**config.mk**
```make
export PLATFORM = sky130hd
export DESIGN_NAME = sseg_disp_ctrl
export DESIGN_NICKNAME = d
export VERILOG_FILES = /design/src/rtl/sseg_pkg.sv /design/src/rtl/sseg_tick_div.sv /design/src/rtl/sseg_disp_ctrl.sv
export SDC_FILE = /design/constraint.sdc
export NUM_CORES = 1
export LEC_CHECK = 0
export BUFFER_PORTS_ARGS = -buffer_cell sky130_fd_sc_hd__buf_2
export CAP_MARGIN = 20
export CORE_MARGIN = 1
export CORE_UTILIZATION = 60
export DETAILED_ROUTE_END_ITERATION = 6
export PLACE_DENSITY = 0.82
export SYNTH_ARGS = -nofsm -noshare
export SYNTH_HDL_FRONTEND = slang
export SYNTH_SLANG_ARGS = --single-unit
```
**constraint.sdc**
```tcl
create_clock -name clk -period 2.54 [get_ports clk]
set_input_delay 0.381 -clock clk [delete_from_list [all_inputs] [get_ports clk]]
set_output_delay 0.381 -clock clk [all_outputs]
set_load 0.03 [all_outputs]
```
**src/rtl/sseg_pkg.sv**
```systemverilog
// sseg_pkg: shared write-select and FSM state encodings for the display-refresh controller
package sseg_pkg;
   localparam logic [1:0] SEL_HEX = 2'd0;
   localparam logic [1:0] SEL_PT  = 2'd1;
   localparam logic [1:0] SEL_LE  = 2'd2;
   localparam logic [1:0] SEL_BLK = 2'd3;
   typedef enum logic [1:0] {IDLE, LOAD, START, HOLD} state_e;
endpackage

```
**src/rtl/sseg_tick_div.sv**
```systemverilog
// sseg_tick_div: enable-gated modulo-DIV counter, tick high for the enabled cycle at count DIV-1
//   clk  in  system clock
//   rstn in  asynchronous active-low reset
//   en   in  advance the counter this cycle
//   tick out one-cycle pulse on wrap (combinational, qualified by en)
module sseg_tick_div #(
   parameter int unsigned DIV = 2
) (
   input  logic clk,
   input  logic rstn,
   input  logic en,
   output logic tick
);
   localparam int unsigned W = (DIV > 1) ? $clog2(DIV) : 1;
   localparam logic [W-1:0] LAST = W'(DIV - 1);
   logic [W-1:0] cnt_q, cnt_d;
   always_comb begin
      tick  = en && (cnt_q == LAST);
      cnt_d = !en ? cnt_q : tick ? '0 : cnt_q + 1'b1;
   end
   always_ff @(posedge clk or negedge rstn)
      if (!rstn) cnt_q <= '0;
      else       cnt_q <= cnt_d;
endmodule

```
**src/rtl/sseg_disp_ctrl.sv**
```systemverilog
// sseg_disp_ctrl: display-refresh controller feeding the serial seven-segment driver
//   clk, rstn        clock, asynchronous active-low reset
//   disp_en          refresh enable
//   wr_en/sel/data   shadow register write port (hex, points, blank, blink mask)
//   hexs/points/LEs  frozen display image presented to the driver
//   start            one-cycle frame request
//   busy             high while a frame is being loaded, started or held
module sseg_disp_ctrl
   import sseg_pkg::*;
#(
   parameter int unsigned REFRESH_DIV = 100000,
   parameter int unsigned BLINK_DIV   = 250,
   parameter int unsigned HOLD_CYC    = 160
) (
   input  logic        clk,
   input  logic        rstn,
   input  logic        disp_en,
   input  logic        wr_en,
   input  logic [1:0]  wr_sel,
   input  logic [31:0] wr_data,
   output logic [31:0] hexs,
   output logic [7:0]  points,
   output logic [7:0]  LEs,
   output logic        start,
   output logic        busy
);
   localparam int unsigned HW = (HOLD_CYC > 1) ? $clog2(HOLD_CYC) : 1;
   state_e         state_q, state_d;
   logic [31:0]    sh_hex_q, sh_hex_d, hexs_q, hexs_d;
   logic [7:0]     sh_pt_q, sh_pt_d, sh_le_q, sh_le_d, sh_blk_q, sh_blk_d;
   logic [7:0]     points_q, points_d, les_q, les_d;
   logic [HW-1:0]  hold_q, hold_d;
   logic           dirty_q, dirty_d, pend_q, pend_d, phase_q, phase_d;
   logic           tick, blink_tick;

   sseg_tick_div #(.DIV(REFRESH_DIV)) u_refresh (
      .clk(clk), .rstn(rstn), .en(1'b1), .tick(tick)
   );
   sseg_tick_div #(.DIV(BLINK_DIV)) u_blink (
      .clk(clk), .rstn(rstn), .en(tick), .tick(blink_tick)
   );

   always_comb begin
      sh_hex_d = (wr_en && wr_sel == SEL_HEX) ? wr_data : sh_hex_q;
      sh_pt_d  = (wr_en && wr_sel == SEL_PT)  ? wr_data[7:0] : sh_pt_q;
      sh_le_d  = (wr_en && wr_sel == SEL_LE)  ? wr_data[7:0] : sh_le_q;
      sh_blk_d = (wr_en && wr_sel == SEL_BLK) ? wr_data[7:0] : sh_blk_q;
      phase_d  = phase_q ^ blink_tick;
      // a write or blink toggle landing in LOAD must survive the clear
      dirty_d  = wr_en | blink_tick | (dirty_q & (state_q != LOAD));
      pend_d   = (tick & (state_q != IDLE)) | (pend_q & (state_q != LOAD));
      state_d  = state_q;
      hold_d   = hold_q;
      hexs_d   = hexs_q;
      points_d = points_q;
      les_d    = les_q;
      case (state_q)
         IDLE:  if (disp_en && (tick || pend_q || dirty_q)) state_d = LOAD;
         LOAD: begin
            hexs_d   = sh_hex_q;
            points_d = sh_pt_q;
            les_d    = sh_le_q | (phase_q ? sh_blk_q : 8'h00);
            state_d  = START;
         end
         START: begin
            // the start cycle itself is the first frozen cycle
            hold_d  = HW'(HOLD_CYC - 1);
            state_d = (HOLD_CYC > 1) ? HOLD : IDLE;
         end
         default: begin
            hold_d  = hold_q - 1'b1;
            state_d = (hold_q == HW'(1)) ? IDLE : HOLD;
         end
      endcase
   end

   always_ff @(posedge clk or negedge rstn)
      if (!rstn) begin
         state_q  <= IDLE;
         sh_hex_q <= '0;
         sh_pt_q  <= '0;
         sh_le_q  <= '0;
         sh_blk_q <= '0;
         dirty_q  <= 1'b1;
         pend_q   <= 1'b0;
         phase_q  <= 1'b0;
         hold_q   <= '0;
         hexs_q   <= '0;
         points_q <= '0;
         les_q    <= 8'hFF;
      end else begin
         state_q  <= state_d;
         sh_hex_q <= sh_hex_d;
         sh_pt_q  <= sh_pt_d;
         sh_le_q  <= sh_le_d;
         sh_blk_q <= sh_blk_d;
         dirty_q  <= dirty_d;
         pend_q   <= pend_d;
         phase_q  <= phase_d;
         hold_q   <= hold_d;
         hexs_q   <= hexs_d;
         points_q <= points_d;
         les_q    <= les_d;
      end

   assign hexs   = hexs_q;
   assign points = points_q;
   assign LEs    = les_q;
   assign start  = (state_q == START);
   assign busy   = (state_q != IDLE);
endmodule
```
# Yosys cells after proc, flatten, opt, wreduce, memory -nomap -nowiden
# Index checks and enable logic that the tools add are counted.
# W data, S select, Z words.
[totals]
reg_bits = 142
latch_bits = 0
mem_bits_rw = 0
mem_bits_ro = 0
output_inout_bits = 50
elab_cells = 54
memories = 0
[op_classes]
addsub = 3
n_mul = 0
div = 0
order_cmp = 0
n_eq_ne = 10
shift = 0
n_mux = 7
bitwise_logic = 8
reduce_logical = 12
[op_table]
columns = ["operator", "n"]
rows = [
  ["$add A17 B1 Y17 const B", 1],
  ["$eq A17 B17 Y1 const B", 1],
  ["$mux W17", 1],
  ["$mux W8", 2],
  ["$pmux W8 S2", 1],
  ["$add A8 B1 Y8 const B", 1],
  ["$eq A8 B1 Y1 const B", 1],
  ["$eq A8 B8 Y1 const B", 1],
  ["$or A8 B8 Y8", 1],
  ["$sub A8 B1 Y8 const B", 1],
  ["$eq A2 B2 Y1 const B", 3],
  ["$logic_and A1 B1 Y1", 6],
  ["$pmux W2 S3", 1],
  ["$eq A2 B1 Y1 const B", 2],
  ["$logic_not A2 Y1", 2],
  ["$mux W2", 2],
  ["$and A1 B1 Y1", 3],
  ["$or A1 B1 Y1", 3],
  ["$logic_or A1 B1 Y1", 2],
  ["$ne A2 B1 Y1 const B", 1],
  ["$ne A2 B2 Y1 const B", 1],
  ["$reduce_bool A2 Y1", 1],
  ["$reduce_or A2 Y1", 1],
  ["$xor A1 B1 Y1", 1],
]

# Depth between registers and ports, before layout
[logic_depth]
ltp_word = 6
ltp_mapped = 8
depth_no_buf = 7

# Hierarchy
# A second synthesis with hierarchy kept.
[unflattened]
cells_unflattened = 442
hier_area_um2 = 5979.5
[modules_own_cells]
columns = ["mod", "instances", "cells_per_inst", "area_each_um2"]
rows = [
  ["sseg_disp_ctrl", 1, 313, 4653.2],
  ["sseg_tick_div (u_refresh)", 1, 83, 855.8],
  ["sseg_tick_div (u_blink)", 1, 46, 470.5],
]

# Least setup slack after synthesis
# No wires, ideal clock.
[synth_path]
kind = "register to register"
from = "reg u_refresh.cnt_q[5]"
to = "reg u_blink.cnt_q[6]"
arrival_time_ns = 1.616
slack_ns = 0.805
stages_incl_launch_ff = 7
n_path_buf = 1
cell_sequence = "dfrtp_1 > or4_4 > nor3_4 > and2_1 > buf_6 > nand3_1 > and2_1"
[synth_via]
elab_chain_len = 3
[synth_lines]
columns = ["element", "line", "rtl"]
rows = [
  ["start: declaration", "sseg_tick_div.sv:16", "logic [W-1:0] cnt_q, cnt_d;"],
  ["start signal: assignment", "sseg_tick_div.sv:23", "else cnt_q <= cnt_d;"],
  ["$eq A17 B17 Y1 (*)", "sseg_tick_div.sv:18", "tick = en && (cnt_q == LAST);"],
  ["$logic_and A1 B1 Y1", "sseg_tick_div.sv:18", ""],
  ["$mux W8", "sseg_tick_div.sv:19", "cnt_d = !en ? cnt_q : tick ? '0 : cnt_q + 1'b1;"],
  ["end signal: assignment", "sseg_tick_div.sv:23", ""],
  ["end: declaration", "sseg_tick_div.sv:16", ""],
]
# Every way passes the cells marked *; elsewhere a longest branch is shown, timed or not.
# A chain may end at the register's enable or synchronous reset.

# Worst setup path in the final report
[layout_path]
from = "reg state_q[0]"
to = "out start"
[layout_via]
elab_chain_len = 1
[layout_lines]
columns = ["element", "line", "rtl"]
rows = [
  ["start: declaration", "sseg_disp_ctrl.sv:28", "state_e state_q, state_d;"],
  ["start signal: assignment", "sseg_disp_ctrl.sv:92", "state_q <= state_d;"],
  ["$eq A2 B2 Y1", "sseg_disp_ctrl.sv:109", "assign start = (state_q == START);"],
  ["end: declaration", "sseg_disp_ctrl.sv:24", "output logic start,"],
]
# No other way between the ends.

==> impl_metrics.toml <==
[floorplan]
initial_utilization_pct = 62.47
row_count = 35
die-area_mm2 = 0.01011
core_region_area_mm2 = 0.009328
chipWidth_um = 100.5
die_h_um = 100.5
io_pins = 88

[synthesis]
netlist_top_cells_count = "dfrtp_1 (133), mux2_2 (97), nor2_1 (25)"
dominantRegCellSynth = "dfrtp_1"
synth.top_cells.by_area = "dfrtp_1 (57%), mux2_2 (19%), dfstp_2 (4.1%)"
synthMostInstantiatedCell = "dfrtp_1"
asyncSetResetFlopFracSynth_pct = 100.0
synth-warning-count = 0
yosysTopAreaCell = "dfrtp_1"
ys_seq_area_share_pct = 61.18
ys_ff_latch = 142
synth-edff-count = 0
netlist-cell-type-count = 44
mean_syn_cell_area_um2 = 13.49
top_area_cell_type_share_of_the_netlist_area_pct = 57.12
synth_cells = 432
synth.cell_area_mm2 = 0.005827
net_count_of_the_mapped_netlist = 479

[global_routing]
number_of_global_route_vias_before_repair = 4012
grt_start_max_net_pins = 66
grt.overflow.total = 0
grt_first_pass_wirelength_mm = 19.64
grt_antenna_before_repair = 0
grt_usage_pct = 25.77

[clock_network]
number_of_h_tree_levels = 4
worst_setup_hold_path_clk_slew_ns = 0.06
cts_buffers = 17
cts.repair.resized = 0
buffer_levels_on_the_longest_clock_path = 2
clock_latency_ns = 0.52
root_buffer = "clkbuf_8"
cts.sinks = 142
cts_tree = "built"

[worst_setup_path]
startpoint_type = "register"
worst-path-max-fanout = 10
timing.critical_path.to_type = "primary output"
slowest_delay_ns = 0.42
r2r_slack_ns = 0.51
data_required_time_at_the_worst_endpoint_ns = 2.16
crit_arrival_ns = 1.65
timing.setup.critical_path_class = "reg -> out"
worstPathCellList = "inv_1 > ha_1 > buf_2"
critPathSlowestCell = "dfrtp_1"

[sta]
post-route-min-period_ns = 2.030
fin_setup_tns_ns = 0
rsz0062_at_grt = "false"
timing.clock.skew_ns = 0.008610
timing.fmax_mhz = 492.7
slew_violations = 0
final_cycle_utilization_of_the_critical_path_pct = 79.90
setup-violations-final = 0
hold_violations = 0
worst_pin_slew_ns = 0.5987
worst_slack_ns = 0.5105
slew_headroom_pct = 60.09

[placement]
hpwl_mm = 7.460
place.port_buffers = 87
finalWeightedCongestion = 0.8271
dp_worst_slack_ns = 0.5256
post-place-cells = 641

[min_path]
hold_class = "in -> reg"

[routing]
via_per_inst = 5.602
detail_route.wirelength_mm = 11.68
ant_nets = 0
drc = 0
dr.first_iter.drc_count = 202
wl_per_cell_um = 17.33
num_vias = 3776
dr.pass1.iters = 4

[job]
maxCapViolCount = 0

[pwr]
sw_power_w = 0.001173
ir_drop_v = 0.0006016
leak_nw = 3.430
power.share.sequential_pct = 50.2
part_of_the_total_power_dissipated_in_combinational_logic_pct = 5.9
power.clock.fraction_pct = 43.9
sw_frac_of_total_pct = 23.32
internal_power_w = 0.003857
power-per-cell-area_mw_per_mm2 = 721.8

[layout]
final_cell_count_no_fill = 674
layout.filler_cells = 607
layout-area-overhead-vs-synth_pct = 19.58
finalCoreUtilization_pct = 74.70
nNetsFinal = 579
layout-drive-gt1-share_pct = 44.04
n_antenna_cell = 0

[status]
outcome = "complete, no violations"
-- placed cells by master (no fill, tap or decap), drive strengths merged, types with 4 or more instances in the layout --
master and n:
a21oi 19, and2 4, and3 5, buf 96, clkbuf 20, clkinv 5, dfrtp 133, dfstp 9
ha 9, inv 13, mux2 97, mux2i 4, nand2 18, nand3 12, nand4 4, nor2 25
nor3 6, o21ai 16, xnor2 10, xor2 7
-- power by group through the flow --
stage / sequential [W] / combinational (W) / clock [W]
floorplan: 0.00252 / 0.000182 / 0
global placement: 0.00254 / 0.000279 / 0
detailed placement: 0.00256 / 0.000297 / 0
CTS: 0.00252 / 0.000305 / 0.00224
global route: 0.00254 / 0.000332 / 0.00235
finish: 0.00252 / 0.000298 / 0.00221
-- layout make-up --
class / count / area, um2 / area share (%)
inverters: 9 / 33.78 / 0.4848
repair buffers: 97 / 519.2 / 7.452
well taps: 129 / 161.4 / 2.316
flip-flops and latches: 142 / 3565 / 51.16
clock inverters: 12 / 86.33 / 1.239
multi-input cells: 265 / 2157 / 30.96
clock buffers: 20 / 445.4 / 6.393
-- per-layer routing --
metal | share of wire (%) | track usage (%)
met1 | 43 | 32.62
met2 | 50 | 42.15
met3 | 4.5 | 6.865
met4 | 2.1 | 11.15
met5 | 0 | 0
-- timing repair --
item / 4_1_cts / 5_1_grt
hold endpoints to repair: 58 / 0
endpoints found under the setup margin: 0 / 0
hold buffers: 1 / 0
setup buffers: 0 / 0
-- path summary, 6_finish.rpt --
path / startpoint / depth (start not counted) / end
setup / recovery: state_q[0] / 3 / start
max in group asynchronous: rstn / 3 / hexs[24]
min in group asynchronous: rstn / 2 / u_refresh.cnt_q[12]
hold reg to reg: u_refresh.cnt_q[0] / 1 / u_refresh.cnt_q[0]
hold / removal: wr_data[23] / 2 / sh_hex_q[23]
setup reg to reg: u_refresh.cnt_q[8] / 5 / phase_q
-- state kept, by name, summed over array words and instances, names as in the netlist --
register / cells
hexs: 32
sh_hex_q: 32
u_refresh.cnt_q: 17
LEs: 8
hold_q: 8
points: 8
sh_blk_q: 8
sh_le_q: 8
sh_pt_q: 8
u_blink.cnt_q: 8
state_q: 2
dirty_q: 1
pend_q: 1
phase_q: 1
-- critical path: cells and delay by family (launching register included) --
family	cells	cell delay (ns)
DFF	1	0.42
buffers and inverters	2	0.36
adders and majority gates	1	0.34
-- stage by stage --
step	hold slack, ns	instance area [um2]	total power [W]
2_1_floorplan	0.08541	5827	0.002706
3_3_place_gp	0.3992	6426	0.002815
3_5_place_dp	0.4030	6426	0.002855
4_1_cts	0.06913	6968	0.005065
5_1_grt	0.07469	6968	0.005225
6_report	0.08791	6968	0.005029
-- kinds of logic after synthesis --
kind of cell             count (synthesis)  share of synthesized area (%)
multiplexers                           101                          19.43
adder cells (fa/ha/maj)                  9                          1.933
buffers and inverters                   25                          1.932
flip-flops                             142                          61.18
AND/OR/NAND/NOR                         88                          7.967
XOR/XNOR                                17                          2.555
AO/OA/AOI/OAI                           50                          5.003
Note: power is estimated with default switching activity, not from simulation.
